[src/rtl/dt_scheduler_if.sv]
// Handshake bundle between dt_scheduler and the external dt multiplier.
// The scheduler is the master: it arms the multiplier and supplies the cycle count.
interface dt_scheduler_if #(
  parameter int CYCLE_COUNT_WID = 18,
  parameter int DT_WID          = 33
);
  logic                       mul_arm;
  logic [CYCLE_COUNT_WID-1:0] mul_cycles;
  logic                       mul_finished;
  logic [DT_WID-1:0]          mul_dt;

  modport master (
    output mul_arm,
    output mul_cycles,
    input  mul_finished,
    input  mul_dt
  );

  modport slave (
    input  mul_arm,
    input  mul_cycles,
    output mul_finished,
    output mul_dt
  );
endinterface

[src/rtl/dt_scheduler.sv]
// Measures cycles between control-loop samples, hands the count to an external
// multiplier to form dt, and holds the result until the consumer acknowledges it.
module dt_scheduler #(
  parameter int CYCLE_COUNT_WID = 18,
  parameter int DT_WID          = 33,
  parameter int TIMEOUT         = 1024
) (
  input  logic              clk,
  input  logic              rst_L,
  input  logic              sample,
  dt_scheduler_if.master    mul,
  output logic [DT_WID-1:0] dt,
  output logic              dt_valid,
  input  logic              dt_ack,
  output logic              overrun,
  output logic              timeout_err
);

  localparam int TMR_W = $clog2(TIMEOUT + 1);
  // Leading zero kept on the count because the multiplier treats it as signed.
  localparam logic [CYCLE_COUNT_WID-1:0] CNT_MAX  = {1'b0, {(CYCLE_COUNT_WID-1){1'b1}}};
  localparam logic [CYCLE_COUNT_WID-1:0] CNT_ONE  = CYCLE_COUNT_WID'(1);
  localparam logic [TMR_W-1:0]           TMR_LAST = TMR_W'(TIMEOUT - 1);
  localparam logic [TMR_W-1:0]           TMR_ONE  = TMR_W'(1);

  typedef enum logic [1:0] {
    IDLE  = 2'd0,
    WAIT  = 2'd1,
    VALID = 2'd2,
    CLEAR = 2'd3
  } state_t;

  state_t                     state, state_nxt;
  logic [CYCLE_COUNT_WID-1:0] counter;
  logic [TMR_W-1:0]           tmr;
  logic                       accept;
  logic                       done;
  logic                       tmo;
  logic                       ack_take;
  logic                       ovr_set;

  function automatic logic [CYCLE_COUNT_WID-1:0] sat_inc(
    input logic [CYCLE_COUNT_WID-1:0] v
  );
    return (v >= CNT_MAX) ? CNT_MAX : v + CNT_ONE;
  endfunction

  always_comb begin
    state_nxt = state;
    accept    = 1'b0;
    done      = 1'b0;
    tmo       = 1'b0;
    ack_take  = 1'b0;
    ovr_set   = 1'b0;
    case (state)
      IDLE: begin
        if (sample) begin
          accept    = 1'b1;
          state_nxt = WAIT;
        end
      end
      WAIT: begin
        ovr_set = sample;
        if (mul.mul_finished) begin
          done      = 1'b1;
          state_nxt = VALID;
        end else if (tmr == TMR_LAST) begin
          tmo       = 1'b1;
          state_nxt = CLEAR;
        end
      end
      VALID: begin
        ovr_set = sample;
        if (dt_ack) begin
          ack_take  = 1'b1;
          state_nxt = CLEAR;
        end
      end
      CLEAR: begin
        // Hold here until the multiplier has seen the disarm and dropped finished.
        ovr_set = sample;
        if (!mul.mul_finished) begin
          state_nxt = IDLE;
        end
      end
      default: state_nxt = IDLE;
    endcase
  end

  always_ff @(posedge clk or negedge rst_L) begin
    if (!rst_L) begin
      state <= IDLE;
    end else begin
      state <= state_nxt;
    end
  end

  always_ff @(posedge clk or negedge rst_L) begin
    if (!rst_L) begin
      counter        <= '0;
      tmr            <= '0;
      mul.mul_arm    <= 1'b0;
      mul.mul_cycles <= '0;
      dt             <= '0;
      dt_valid       <= 1'b0;
      overrun        <= 1'b0;
      timeout_err    <= 1'b0;
    end else begin
      counter <= accept ? CNT_ONE : sat_inc(counter);

      if (accept) begin
        tmr <= '0;
      end else if (state == WAIT) begin
        tmr <= tmr + TMR_ONE;
      end

      if (accept) begin
        mul.mul_arm    <= 1'b1;
        mul.mul_cycles <= counter;
      end else if (done || tmo) begin
        mul.mul_arm <= 1'b0;
      end

      if (done) begin
        dt <= mul.mul_dt;
      end

      if (done) begin
        dt_valid <= 1'b1;
      end else if (ack_take) begin
        dt_valid <= 1'b0;
      end

      if (ovr_set) begin
        overrun <= 1'b1;
      end
      if (tmo) begin
        timeout_err <= 1'b1;
      end
    end
  end

endmodule

[src/flat_wrapper.sv]
// flat-port wrapper written by rule: the top's interface ports become plain ports
module dt_scheduler_flat 
#(
  parameter int CYCLE_COUNT_WID = 18,
  parameter int DT_WID          = 33,
  parameter int TIMEOUT         = 1024
)
  (clk, rst_L, sample, dt, dt_valid, dt_ack, overrun, timeout_err, mul_mul_arm, mul_mul_cycles, mul_mul_finished, mul_mul_dt);
  dt_scheduler_if #(.CYCLE_COUNT_WID(CYCLE_COUNT_WID), .DT_WID(DT_WID)) mul_i ();
  input  logic clk;
  input  logic rst_L;
  input  logic sample;
  output logic [DT_WID-1:0] dt;
  output logic dt_valid;
  input  logic dt_ack;
  output logic overrun;
  output logic timeout_err;
  output wire logic [$bits(mul_i.mul_arm)-1:0] mul_mul_arm;
  output wire logic [$bits(mul_i.mul_cycles)-1:0] mul_mul_cycles;
  input wire logic [$bits(mul_i.mul_finished)-1:0] mul_mul_finished;
  input wire logic [$bits(mul_i.mul_dt)-1:0] mul_mul_dt;
  assign mul_mul_arm = mul_i.mul_arm;
  assign mul_mul_cycles = mul_i.mul_cycles;
  assign mul_i.mul_finished = mul_mul_finished;
  assign mul_i.mul_dt = mul_mul_dt;
  dt_scheduler #(.CYCLE_COUNT_WID(CYCLE_COUNT_WID), .DT_WID(DT_WID), .TIMEOUT(TIMEOUT)) u_core (.clk(clk), .rst_L(rst_L), .sample(sample), .mul(mul_i), .dt(dt), .dt_valid(dt_valid), .dt_ack(dt_ack), .overrun(overrun), .timeout_err(timeout_err));
endmodule
[config.mk]
export PLATFORM = sky130hd
export DESIGN_NAME = dt_scheduler_flat
export DESIGN_NICKNAME = d
export VERILOG_FILES = /design/src/rtl/dt_scheduler_if.sv /design/src/rtl/dt_scheduler.sv /design/src/flat_wrapper.sv
export SDC_FILE = /design/constraint.sdc
export NUM_CORES = 1
export LEC_CHECK = 0
export ABC_AREA = 1
export BUFFER_PORTS_ARGS = -buffer_cell sky130_fd_sc_hd__buf_2
export CORE_ASPECT_RATIO = 0.9
export CORE_MARGIN = 2
export CORE_UTILIZATION = 48
export DETAILED_ROUTE_END_ITERATION = 12
export GPL_TIMING_DRIVEN = 0
export PLACE_DENSITY = 0.77
export SLEW_MARGIN = 20
export SYNTH_ARGS = -nofsm -noshare
export SYNTH_HDL_FRONTEND = slang
export SYNTH_SLANG_ARGS = --single-unit
[constraint.sdc]
create_clock -name clk -period 1.6 [get_ports clk]
set_input_delay 0.32 -clock clk [delete_from_list [all_inputs] [get_ports clk]]
set_output_delay 0.32 -clock clk [all_outputs]
set_load 0.1 [all_outputs]
==> flow_metrics.env <==
export IMPL_placement_rows=30
export IMPL_initial_antenna_violation_count=0
export IMPL_numClockSinks=86
export IMPL_min_delay_worst_endpoint="u_core.dt[15]"
export IMPL_die_w_um=98.4
export IMPL_drc=0
export IMPL_status="finished clean"
export IMPL_reg_to_reg_end="u_core.tmr[8]"
export IMPL_min_path_cells=2
export IMPL_gp_congestion=0.933
export IMPL_ys_warnings_count=0
export IMPL_period_needed_ns=1.52
export IMPL_die_area_um2=8750
export IMPL_final_antenna_violating_net_count=0
export IMPL_hold_path_startpoint="mul_mul_dt[15]"
export IMPL_synth_enable_flop_cells=0
export IMPL_largest_area_contributor_in_the_netlist="dfrtp_1"
export IMPL_worst_r2r_setup_slack_ns=0.08
export IMPL_yosys_cell_types_count=23
export IMPL_final_hold_worst_slack_ns=0.181
export IMPL_buffer_ports_inserted=92
export IMPL_synth_cell_area_um2=3850
export IMPL_place_hpwl_um=6280
export IMPL_synth_area_per_cell_um2=9.31
export IMPL_post_synth_top_area_fraction=0.560
export IMPL_synthTopCellsByArea="dfrtp_1 56%, nand2_1 10%, mux2_2 9.7%"
export IMPL_placed_cells_incl_taps=602
export IMPL_antenna_cells=0
export IMPL_timing_critical_path_from_type="flip-flop"
export IMPL_route_detailed_vias_per_inst=5.04
export IMPL_dr_iter_0_viols=190
export IMPL_preCtsSetupSlack_ns=-0.266
export IMPL_timing_critical_path_slowest_cell_delay_ns=0.39
export IMPL_tightest_slew_ns=0.515
export IMPL_dpl_instance_area_um2=4460
export IMPL_timing_critical_path_slowest_stage_cell="dfrtp_1"
export IMPL_clkLatencyLatePin_ns=0.36
export IMPL_grt_pass1_vias=2968
export IMPL_largest_fanout_of_any_net_on_the_critical_path=10
export IMPL_initial_core_util=0.502
export IMPL_root_buffer_selected_by_cts="clkbuf_8"
export IMPL_dr_pass1_iters=5
export IMPL_slew_headroom=0.659
export IMPL_drive_gt1_frac=0.330
export IMPL_clkSlewWorstSetupHoldPaths_ns=0.09
export IMPL_seq_area_frac_synth=0.560
export IMPL_worstPathRequired_ns=1.88
export IMPL_worst_setup_path_type="reg -> reg"
export IMPL_coreArea_um2=7660
export IMPL_gr_total_overflow=0
export IMPL_final_design_area_no_fill_um2=4830
export IMPL_share_of_flip_flops_with_an_asynchronous_set_or_reset_after_synthesis=1.00
export IMPL_cts_inserted_buffers=9
export IMPL_ys_top_cells_by_count="103 x nand2_1, 86 x dfrtp_1, 49 x nor2_1, 42 x inv_1, 33 x mux2_2"
export IMPL_clockBufferDepth=2
export IMPL_grt_start_max_net_pins=57
export IMPL_post_drt_wl_per_cell_um=13.8
export IMPL_dr_total_vias=3158
export IMPL_die_height_um=88.9
export IMPL_finalNetCount=570
export IMPL_final_setup_worst_slack_ns=0.0753
export IMPL_startpoint="u_core.state[1]"
export IMPL_grt_setup_unrepaired="yes"
export IMPL_most_frequent_cell_after_synthesis="nand2_1"
export IMPL_n_fill_cell=641
export IMPL_global_route_wire_length_before_repair_um=13900
export IMPL_timing_final_hold_violations=0
export IMPL_syn_to_final_growth_pct=25.6
export IMPL_ff2ff_path_depth=7
export IMPL_timing_critical_path_to_type="flip-flop"
export IMPL_reg2reg_from="u_core.state[1]"
export IMPL_timing_final_crit_share=0.953
export IMPL_synth_ff_type="dfrtp_1"
export IMPL_timing_final_setup_violations=0
export IMPL_f_max_ghz=0.656
export IMPL_floorplan_io_pins=93
export IMPL_maxCapViolations=0
export IMPL_skew_final_ns=0.00896
export IMPL_gr_usage_all_layers=0.200
export IMPL_holdCritPathClass="in -> reg"
export IMPL_synth_net_count=458
export IMPL_clock_tree_htree_level_count=3
export IMPL_fin_cells=626
export IMPL_cell_by_cell_trace_of_the_critical_path="inv_2, buf_4, ha_1, nand2_2, clkbuf_4, o21ai_0, a21oi_1"
export IMPL_clock_tree_from_tritoncts="done"
export IMPL_crit_arrival_ns=1.80
export IMPL_synth_ff_latch_count=86
export IMPL_synth_cells=413
export IMPL_route_final_wire_length_um=8650
export IMPL_report_final_slew_viol_count=0
==> cell families after synthesis <==
group                      Yosys count  synth area share
DFF                                 86             0.560
muxes                               33            0.0966
AOI/OAI and AO/OA                   35            0.0475
adders and majority gates            7            0.0228
xor gates and xnor gates             6            0.0137
buffers and inverters               54            0.0560
and+or+nand+nor                    192             0.204
==> sequential cells by signal, summed over array words and instances, names as in the netlist <==
| signal | cells |
|---|---|
| u_core.dt | 33 |
| u_core.counter | 18 |
| u_core.mul.mul_cycles | 18 |
| u_core.tmr | 11 |
| u_core.state | 2 |
| u_core.dt_valid | 1 |
| u_core.mul.mul_arm | 1 |
| u_core.overrun | 1 |
| u_core.timeout_err | 1 |
==> worst max-delay path by stage <==
stage / to / slack, ns / cells after the start
6_report: u_core.tmr[8] / 0.08 / 7
5_1_grt: u_core.tmr[9] / -0.02 / 9
4_1_cts: u_core.mul.mul_cycles[16] / 0.02 / 6
3_5_place_dp: u_core.mul.mul_cycles[4] / -0.27 / 7
3_3_place_gp: u_core.mul.mul_cycles[14] / -0.46 / 1
2_1_floorplan: u_core.dt[10] / 0.02 / 6
==> critical path: cells and delay by family (launching register included) <==
kind / cells / cell delay (ns)
AO/OA/AOI/OAI: 2 / 0.24
adder cells (fa/ha/maj): 1 / 0.20
buffers and inverters: 3 / 0.44
flip-flops: 1 / 0.39
AND/OR/NAND/NOR: 1 / 0.15
==> cell type report <==
cell class | count | area [µm²] | share of cell area
timing repair buffer | 101 | 553 | 0.114
tap | 96 | 120 | 0.0249
multi-input combinational | 273 | 1530 | 0.316
buffer | 12 | 91.3 | 0.0189
inverter | 42 | 161 | 0.0334
clock buffer | 9 | 124 | 0.0256
sequential | 86 | 2150 | 0.446
clock inverter | 7 | 104 | 0.0215
==> cells in the final DEF (no fill, tap or decap), types with 2 or more instances in the layout <==
cell	instances
clkbuf_4	2
ha_1	5
nor2_2	4
inv_2	2
nand4_1	6
buf_2	92
clkinv_4	2
o21ai_0	24
nor3_1	6
nand3_1	22
inv_6	3
a31oi_1	2
buf_4	9
dfrtp_1	85
nand2_1	102
clkbuf_2	3
buf_6	4
nor2_1	46
bufinv_16	2
clkbuf_8	9
a21oi_1	7
inv_1	39
mux2_2	33
xor2_1	4
xnor2_1	2
==> metrics by stage <==
| step | TNS [ns] | utilization |
|---|---|---|
| after detailed placement | -9.07 | 0.582 |
| after floorplan | 0 | - |
| final | 0 | 0.631 |
| after global routing | -0.0298 | 0.631 |
| after CTS | 0 | 0.619 |
| after global placement | -45.25 | 0.578 |
==> what timing repair did <==
item | in CTS | in global routing
buffers inserted | 1 | 6
hold endpoints to repair | 30 | 0
pin swaps | 1 | 4
hold buffers | 1 | 0
endpoints found under the setup margin | 61 | 65
gates resized for setup | 16 | 14
==> per-layer routing <==
layer  GRT usage  vias to the layer above  share of wire
li1            -                     1549              -
met5           0                        -              0
met2       0.340                      107           0.48
met4      0.0548                        0          0.012
met1       0.261                     1489           0.44
met3      0.0500                       13          0.063
Power is left out: the tool's default activity adds up to more than one toggle a clock period on the data nets, which glitch-free logic cannot reach.
